===== src/rtl/ahb3lite_apb_bridge.sv =====
// AHB3-Lite slave to APB master bridge: one blocking transfer in flight,
// AHB wait states cover the whole APB latency.
module ahb3lite_apb_bridge #(
    parameter int unsigned HADDR_SIZE = 32,
    parameter int unsigned DATA_SIZE  = 32,
    parameter int unsigned PADDR_SIZE = 8
) (
    input  logic                    HCLK,
    input  logic                    HRESET,
    input  logic                    HSEL,
    input  logic [HADDR_SIZE-1:0]   HADDR,
    input  logic [DATA_SIZE-1:0]    HWDATA,
    input  logic                    HWRITE,
    input  logic [2:0]              HSIZE,
    input  logic [1:0]              HTRANS,
    input  logic [3:0]              HPROT,
    input  logic                    HREADY,
    output logic                    HREADYOUT,
    output logic                    HRESP,
    output logic [DATA_SIZE-1:0]    HRDATA,
    output logic                    PSEL,
    output logic                    PENABLE,
    output logic [PADDR_SIZE-1:0]   PADDR,
    output logic                    PWRITE,
    output logic [DATA_SIZE/8-1:0]  PSTRB,
    output logic [2:0]              PPROT,
    output logic [DATA_SIZE-1:0]    PWDATA,
    input  logic [DATA_SIZE-1:0]    PRDATA,
    input  logic                    PREADY,
    input  logic                    PSLVERR
);

    localparam int unsigned STRB_SIZE = DATA_SIZE / 8;
    localparam int unsigned LANE_BITS = $clog2(STRB_SIZE);

    typedef enum logic [2:0] {
        ST_IDLE,
        ST_SETUP,
        ST_ACCESS,
        ST_ERR1,
        ST_ERR2
    } state_t;

    state_t                  state, state_nxt;
    logic                    hreadyout_nxt, hresp_nxt, psel_nxt, penable_nxt, pwrite_nxt;
    logic [DATA_SIZE-1:0]    hrdata_nxt;
    logic [PADDR_SIZE-1:0]   paddr_nxt;
    logic [STRB_SIZE-1:0]    pstrb_nxt;
    logic [2:0]              pprot_nxt;
    logic                    may_accept;
    logic                    accept;
    logic                    size_ok;
    logic                    unused_inputs;

    // A lane is enabled when it falls in the same HSIZE-aligned block as the address
    function automatic logic [STRB_SIZE-1:0] write_strobe(input logic [2:0] size,
                                                          input logic [LANE_BITS-1:0] offset);
        logic [STRB_SIZE-1:0] strb;
        strb = '0;
        for (int unsigned i = 0; i < STRB_SIZE; i++) begin
            strb[i] = ((LANE_BITS'(i) >> size) == (offset >> size));
        end
        return strb;
    endfunction

    assign accept  = HSEL & HREADY & HTRANS[1];
    assign size_ok = (HSIZE <= 3'(LANE_BITS));
    assign PWDATA  = HWDATA;

    // Address bits above the APB window, SEQ/NONSEQ distinction and cache hints are not needed
    assign unused_inputs = ^{HADDR[HADDR_SIZE-1:PADDR_SIZE], HTRANS[0], HPROT[3:2]};

    // Next-state and next registered-output logic
    always_comb begin
        state_nxt     = state;
        hrdata_nxt    = HRDATA;
        paddr_nxt     = PADDR;
        pwrite_nxt    = PWRITE;
        pstrb_nxt     = PSTRB;
        pprot_nxt     = PPROT;
        may_accept    = 1'b0;
        hreadyout_nxt = 1'b1;
        hresp_nxt     = 1'b0;
        psel_nxt      = 1'b0;
        penable_nxt   = 1'b0;

        case (state)
            ST_IDLE:   may_accept = 1'b1;
            ST_SETUP:  state_nxt = ST_ACCESS;
            ST_ACCESS: begin
                if (PREADY) begin
                    if (PSLVERR) begin
                        state_nxt = ST_ERR1;
                    end else begin
                        state_nxt = ST_IDLE;
                        if (!PWRITE) hrdata_nxt = PRDATA;
                    end
                end
            end
            ST_ERR1:   state_nxt = ST_ERR2;
            ST_ERR2: begin
                state_nxt  = ST_IDLE;
                may_accept = 1'b1;
            end
            default:   state_nxt = ST_IDLE;
        endcase

        if (may_accept && accept) begin
            if (size_ok) begin
                state_nxt  = ST_SETUP;
                paddr_nxt  = HADDR[PADDR_SIZE-1:0];
                pwrite_nxt = HWRITE;
                pstrb_nxt  = HWRITE ? write_strobe(HSIZE, HADDR[LANE_BITS-1:0]) : '0;
                pprot_nxt  = {~HPROT[0], 1'b1, HPROT[1]};
            end else begin
                state_nxt  = ST_ERR1;
            end
        end

        case (state_nxt)
            ST_SETUP: begin
                hreadyout_nxt = 1'b0;
                psel_nxt      = 1'b1;
            end
            ST_ACCESS: begin
                hreadyout_nxt = 1'b0;
                psel_nxt      = 1'b1;
                penable_nxt   = 1'b1;
            end
            ST_ERR1: begin
                hreadyout_nxt = 1'b0;
                hresp_nxt     = 1'b1;
            end
            ST_ERR2:   hresp_nxt = 1'b1;
            default:   hreadyout_nxt = 1'b1;
        endcase
    end

    // State and output registers; reset abandons any APB transfer immediately
    always_ff @(posedge HCLK or posedge HRESET) begin
        if (HRESET) begin
            state     <= ST_IDLE;
            HREADYOUT <= 1'b1;
            HRESP     <= 1'b0;
            HRDATA    <= '0;
            PSEL      <= 1'b0;
            PENABLE   <= 1'b0;
            PADDR     <= '0;
            PWRITE    <= 1'b0;
            PSTRB     <= '0;
            PPROT     <= '0;
        end else begin
            state     <= state_nxt;
            HREADYOUT <= hreadyout_nxt;
            HRESP     <= hresp_nxt;
            HRDATA    <= hrdata_nxt;
            PSEL      <= psel_nxt;
            PENABLE   <= penable_nxt;
            PADDR     <= paddr_nxt;
            PWRITE    <= pwrite_nxt;
            PSTRB     <= pstrb_nxt;
            PPROT     <= pprot_nxt;
        end
    end

endmodule


===== config.mk =====
export PLATFORM = sky130hd
export DESIGN_NAME = ahb3lite_apb_bridge
export DESIGN_NICKNAME = d
export VERILOG_FILES = /design/src/rtl/ahb3lite_apb_bridge.sv
export SDC_FILE = /design/constraint.sdc
export NUM_CORES = 1
export LEC_CHECK = 0
export CORE_MARGIN = 2
export CORE_UTILIZATION = 35
export DETAILED_ROUTE_END_ITERATION = 7
export MAX_ROUTING_LAYER = met4
export PLACE_DENSITY_LB_ADDON = 0.08
export SLEW_MARGIN = 20
export SYNTH_ARGS = -nofsm -noshare
export SYNTH_HDL_FRONTEND = slang
export SYNTH_SLANG_ARGS = --single-unit

===== constraint.sdc =====
create_clock -name HCLK -period 4.7 [get_ports HCLK]
set_clock_uncertainty 0.1 [all_clocks]
set_input_delay 1.175 -clock HCLK [delete_from_list [all_inputs] [get_ports HCLK]]
set_output_delay 1.175 -clock HCLK [all_outputs]
set_load 0.01 [all_outputs]

==> Word-level counts from Yosys, hierarchy flattened <==
Cells that the tools add are included.
{ "op_classes": {"eq_ne": 12, "n_mux": 11, "shift": 5, "mul": 0, "reduce_logical": 8, "div": 0, "magnitude_cmp": 1, "add_sub_neg": 0, "n_bitwise": 5} }
{ "ops": {"columns": ["cell", "count"], "rows": [
  ["3-bit by 2-bit equality test with 1-bit output, second input constant", 4],
  ["3-bit one-hot mux with 4 select lines", 1],
  ["2-bit equality test", 4],
  ["3-bit by 1-bit equality test with 1-bit output, second input constant", 2],
  ["3-bit equality test, second input constant", 2],
  ["3-bit 2-to-1 mux", 2],
  ["2-bit OR reduction", 3],
  ["1-bit by 3-bit >> shifter with 2-bit output, first input constant", 2],
  ["2-bit by 3-bit >> shifter with 2-bit output, first input constant", 2],
  ["1-bit 2-to-1 mux", 5],
  ["2-bit 2-to-1 mux", 2],
  ["4-bit 2-to-1 mux", 1],
  ["4-bit AND reduction", 1],
  ["3-bit by 2-bit less-or-equal comparator with 1-bit output, second input constant", 1],
  ["3-bit logical NOT", 1],
  ["1-bit inverter", 3],
  ["3-bit OR reduction", 1],
  ["2-bit by 3-bit >> shifter with 2-bit output", 1],
  ["1-bit AND", 2],
  ["2-bit AND reduction", 1],
  ["1-bit logical AND", 1]
]} }
{ "totals": {"output_inout_bits": 84, "rom_bits": 0, "mem_count": 0, "register_bits": 55, "ram_bits": 0, "elab_cells": 52, "input_bits": 112, "latchBits": 0} }

==> Depth between registers and ports, before layout <==
{ "logic_depth": {"word_depth": 8, "depth_mapped": 5, "ltp_nobuf": 3} }

==> Worst setup path before layout <==
No wires, ideal clock.
{ "synth_path": {"kind": "input to output", "start": "input HWDATA[0]", "end": "output PWDATA[0]", "cell_stages": 1, "required_ps": 3425, "slack_ps": 2131, "n_path_buf": 1, "arrival_ps": 1294, "path_cell_list": "buf_4"} }
{ "synth_lines": {"columns": ["element", "line_no", "text"], "rows": [
  ["from (decl)", "12", "input logic [DATA_SIZE-1:0] HWDATA,"],
  ["to (decl)", "27", "output logic [DATA_SIZE-1:0] PWDATA,"]
]} }
No word-level cell between the ends.

==> Worst setup path in the final report <==
{ "layout_path": {"start": "input PREADY", "end": "register HRDATA[26]"} }
{ "layout_between": {"elab_chain_len": 1} }
{ "layout_rtl": {"columns": ["element", "line_no", "text"], "rows": [
  ["from (decl)", "29", "input logic PREADY,"],
  ["4-bit AND reduction (no line)", null, null],
  ["to (signal assigned)", "156", "HRDATA <= hrdata_nxt;"],
  ["to (decl)", "20", "output logic [DATA_SIZE-1:0] HRDATA,"]
]} }
No other way between the ends.
A chain may end at the register's enable or synchronous reset.

==> metrics.txt <==
status=finished, final reports clean; Area growth, synth to finish=39.5%; pre-CTS worst setup slack=1590 ps; Post-DRT Antenna Nets=0; register area share after synthesis=0.570; critical path class=primary input to flip-flop; met2 wire length=2190 um; Synth Net Count=283; Post-DP Area=3270 um2; final-report hold violation count=0; sw frac=0.279; Mapped Cells=171; Detailed Place HPWL=3640 um; Final Power=1.96 mW; placed cells=319; Post-CTS Setup Bufs=0; chip height=87.1 um; H-tree depth=2; crit-path max FO=32; crit end category=flip-flop; final-report setup violation count=0; Required @ worst endpoint=4780 ps; largest net degree at the start of global routing=33; GP Congestion=0.746; clk_lat worst skew=290 ps; first-pass GRT wire length=7670 um; P_sw=546 uW; First DRT Iteration DRCs=35; vias per cell=4.65; internal power=1.41 mW; mean post-synth cell area=14.1 um2; die area=7590 um2; antenna fix cells=0; remaining global-route overflow=0; # resized after CTS=0; CTS tree=built; WP data arrival=2840 ps; Layout Nets=358; relative slew slack=0.468; Clock Pin Slew Worst Setup and Hold Paths=90 ps; max frequency=0.363 GHz; CORE AREA=6760 um2; clock root buffer=clkbuf_8; Setup TNS Final=0 ps; I/O pin cnt=196; Seq cells post-synth=55; maximum VDD drop=0.000228 V; WL met1=2140 um; maximum clock path buffer count=2; Reg power frac=0.410; highest routed metal layer=met4; metal3 WL=527 um; drt wl/cell=15.1 um; max-slew violations=0; max-cap violations=0; Syn. warnings=0; Hold-fix buffers, CTS=0; commonest non-fill, non-tap cell in the layout=clkdlybuf4s50_1; Combinational Power Share=0.449; clock share of power=0.141; ratio of final minimum period to clock period=0.587; RSZ-0062 raised after global routing=false; CTS Buf Count=5; synth unique cells=26; setup ws final=1940 ps; overall global routing resource usage=0.134; final instance area=3370 um2; vias post-DR=1521; share of cells above drive strength 1=0.243; P_leak=1.44 nW; DRC Markers=0; vias in the first global route=1567; startpoint types=primary input; Starting Density=0.358; Tightest Pin Transition=796 ps; # clock sinks=55; Post-Route WL=4950 um; HP Class=flip-flop to flip-flop; die outline width=87.1 um; Cell Pwr Density=580 nW/um2; post-layout min period=2760 ps; mapped cell area=2420 um2; Rows=30; 1st-pass router iterations=4; final std cells w/o fill=327; initial antenna violation count=0; port bufs=104; commonest cells after routing, fill and taps aside=clkdlybuf4s50_1, dfrtp_1, mux2_2
layout make-up:
| type | count | area [um2] |
|---|---|---|
| Sequential cell | 55 | 1380 |
| Inverter | 3 | 11.3 |
| Fill cell | 626 | 3380 |
| Clock buffer | 8 | 100 |
| Multi-Input combinational cell | 75 | 727 |
| Timing Repair Buffer | 106 | 1060 |
| Tap cell | 80 | 100 |
power by group through the flow:
stage	clock network [mW]	registers (mW)	logic [mW]
floorplan	0	0.916	0.288
global placement	0	0.807	0.890
detailed placement	0	0.814	0.890
CTS	0.293	0.807	0.893
global route	0.309	0.836	0.940
finish	0.276	0.803	0.878
per-stage QoR:
| stage | utilization | hold slack [ps] |
|---|---|---|
| 2_1_floorplan | - | 338 |
| 3_3_place_gp | 0.484 | 357 |
| 3_5_place_dp | 0.484 | 360 |
| 4_1_cts | 0.499 | 384 |
| 5_1_grt | 0.499 | 422 |
| 6_report | 0.499 | 372 |
cells in the mapped netlist (all sizes together):
cell,n,area share
o21a,4,0.012
a21oi,3,0.0062
or3b,1,0.0036
inv,3,0.0047
nand4b,1,0.0098
nor2,3,0.0047
or3,1,0.0026
a21o,1,0.0031
nor2b,1,0.0026
dfstp,1,0.011
o21ai,2,0.0041
nor3,1,0.0021
or2,1,0.0026
dfrtp,54,0.56
and4bb,1,0.0052
and3b,1,0.0036
nand2b,2,0.0052
o2bb2ai,1,0.0036
o31ai,5,0.016
mux2,44,0.21
nand2,1,0.0026
o21bai,1,0.0031
buf,38,0.12
layer usage:
metal | track usage | up-vias
met2 | 0.197 | 73
met1 | 0.166 | 727
met3 | 0.0512 | 16
li1 | - | 705
met5 | - | -
met4 | 0.0545 | 0
cells by family (layout without fill, tap and decap cells):
kind of cell	count (synthesis)	count (layout)	share of synthesized area
mux	44	44	0.208
buf+inv	41	117	0.129
compound gates	17	17	0.0481
simple gates	14	14	0.0445
flops	55	55	0.570
sequential cells by signal, indices dropped and copies added (netlist names):
signal and cells:
HREADYOUT 1, PPROT 3, PADDR 8, PWRITE 1
PENABLE 1, state 3, HRESP 1, PSEL 1
HRDATA 32, PSTRB 4
worst max-delay path: stages:
cell	delay [ps]
clkdlybuf4s50_1	410
and4bb_2	240
nand2_2	580
mux2_2	410
final timing paths:
check / start / endpoint / slack (ps) / cells past startpoint
min in group asynchronous: HRESET / HRDATA[9] / 1170 / 2
worst min register to register: PPROT[1] / PPROT[1] / 370 / 1
worst min-delay path: PPROT[1] / PPROT[1] / 370 / 1
worst max register to register: state[0] / HRDATA[26] / 2680 / 3
worst max-delay path: PREADY / HRDATA[26] / 1940 / 4
max in group asynchronous: HRESET / HRDATA[28] / 2560 / 3
No activity file was read; power rests on OpenSTA's default activity.
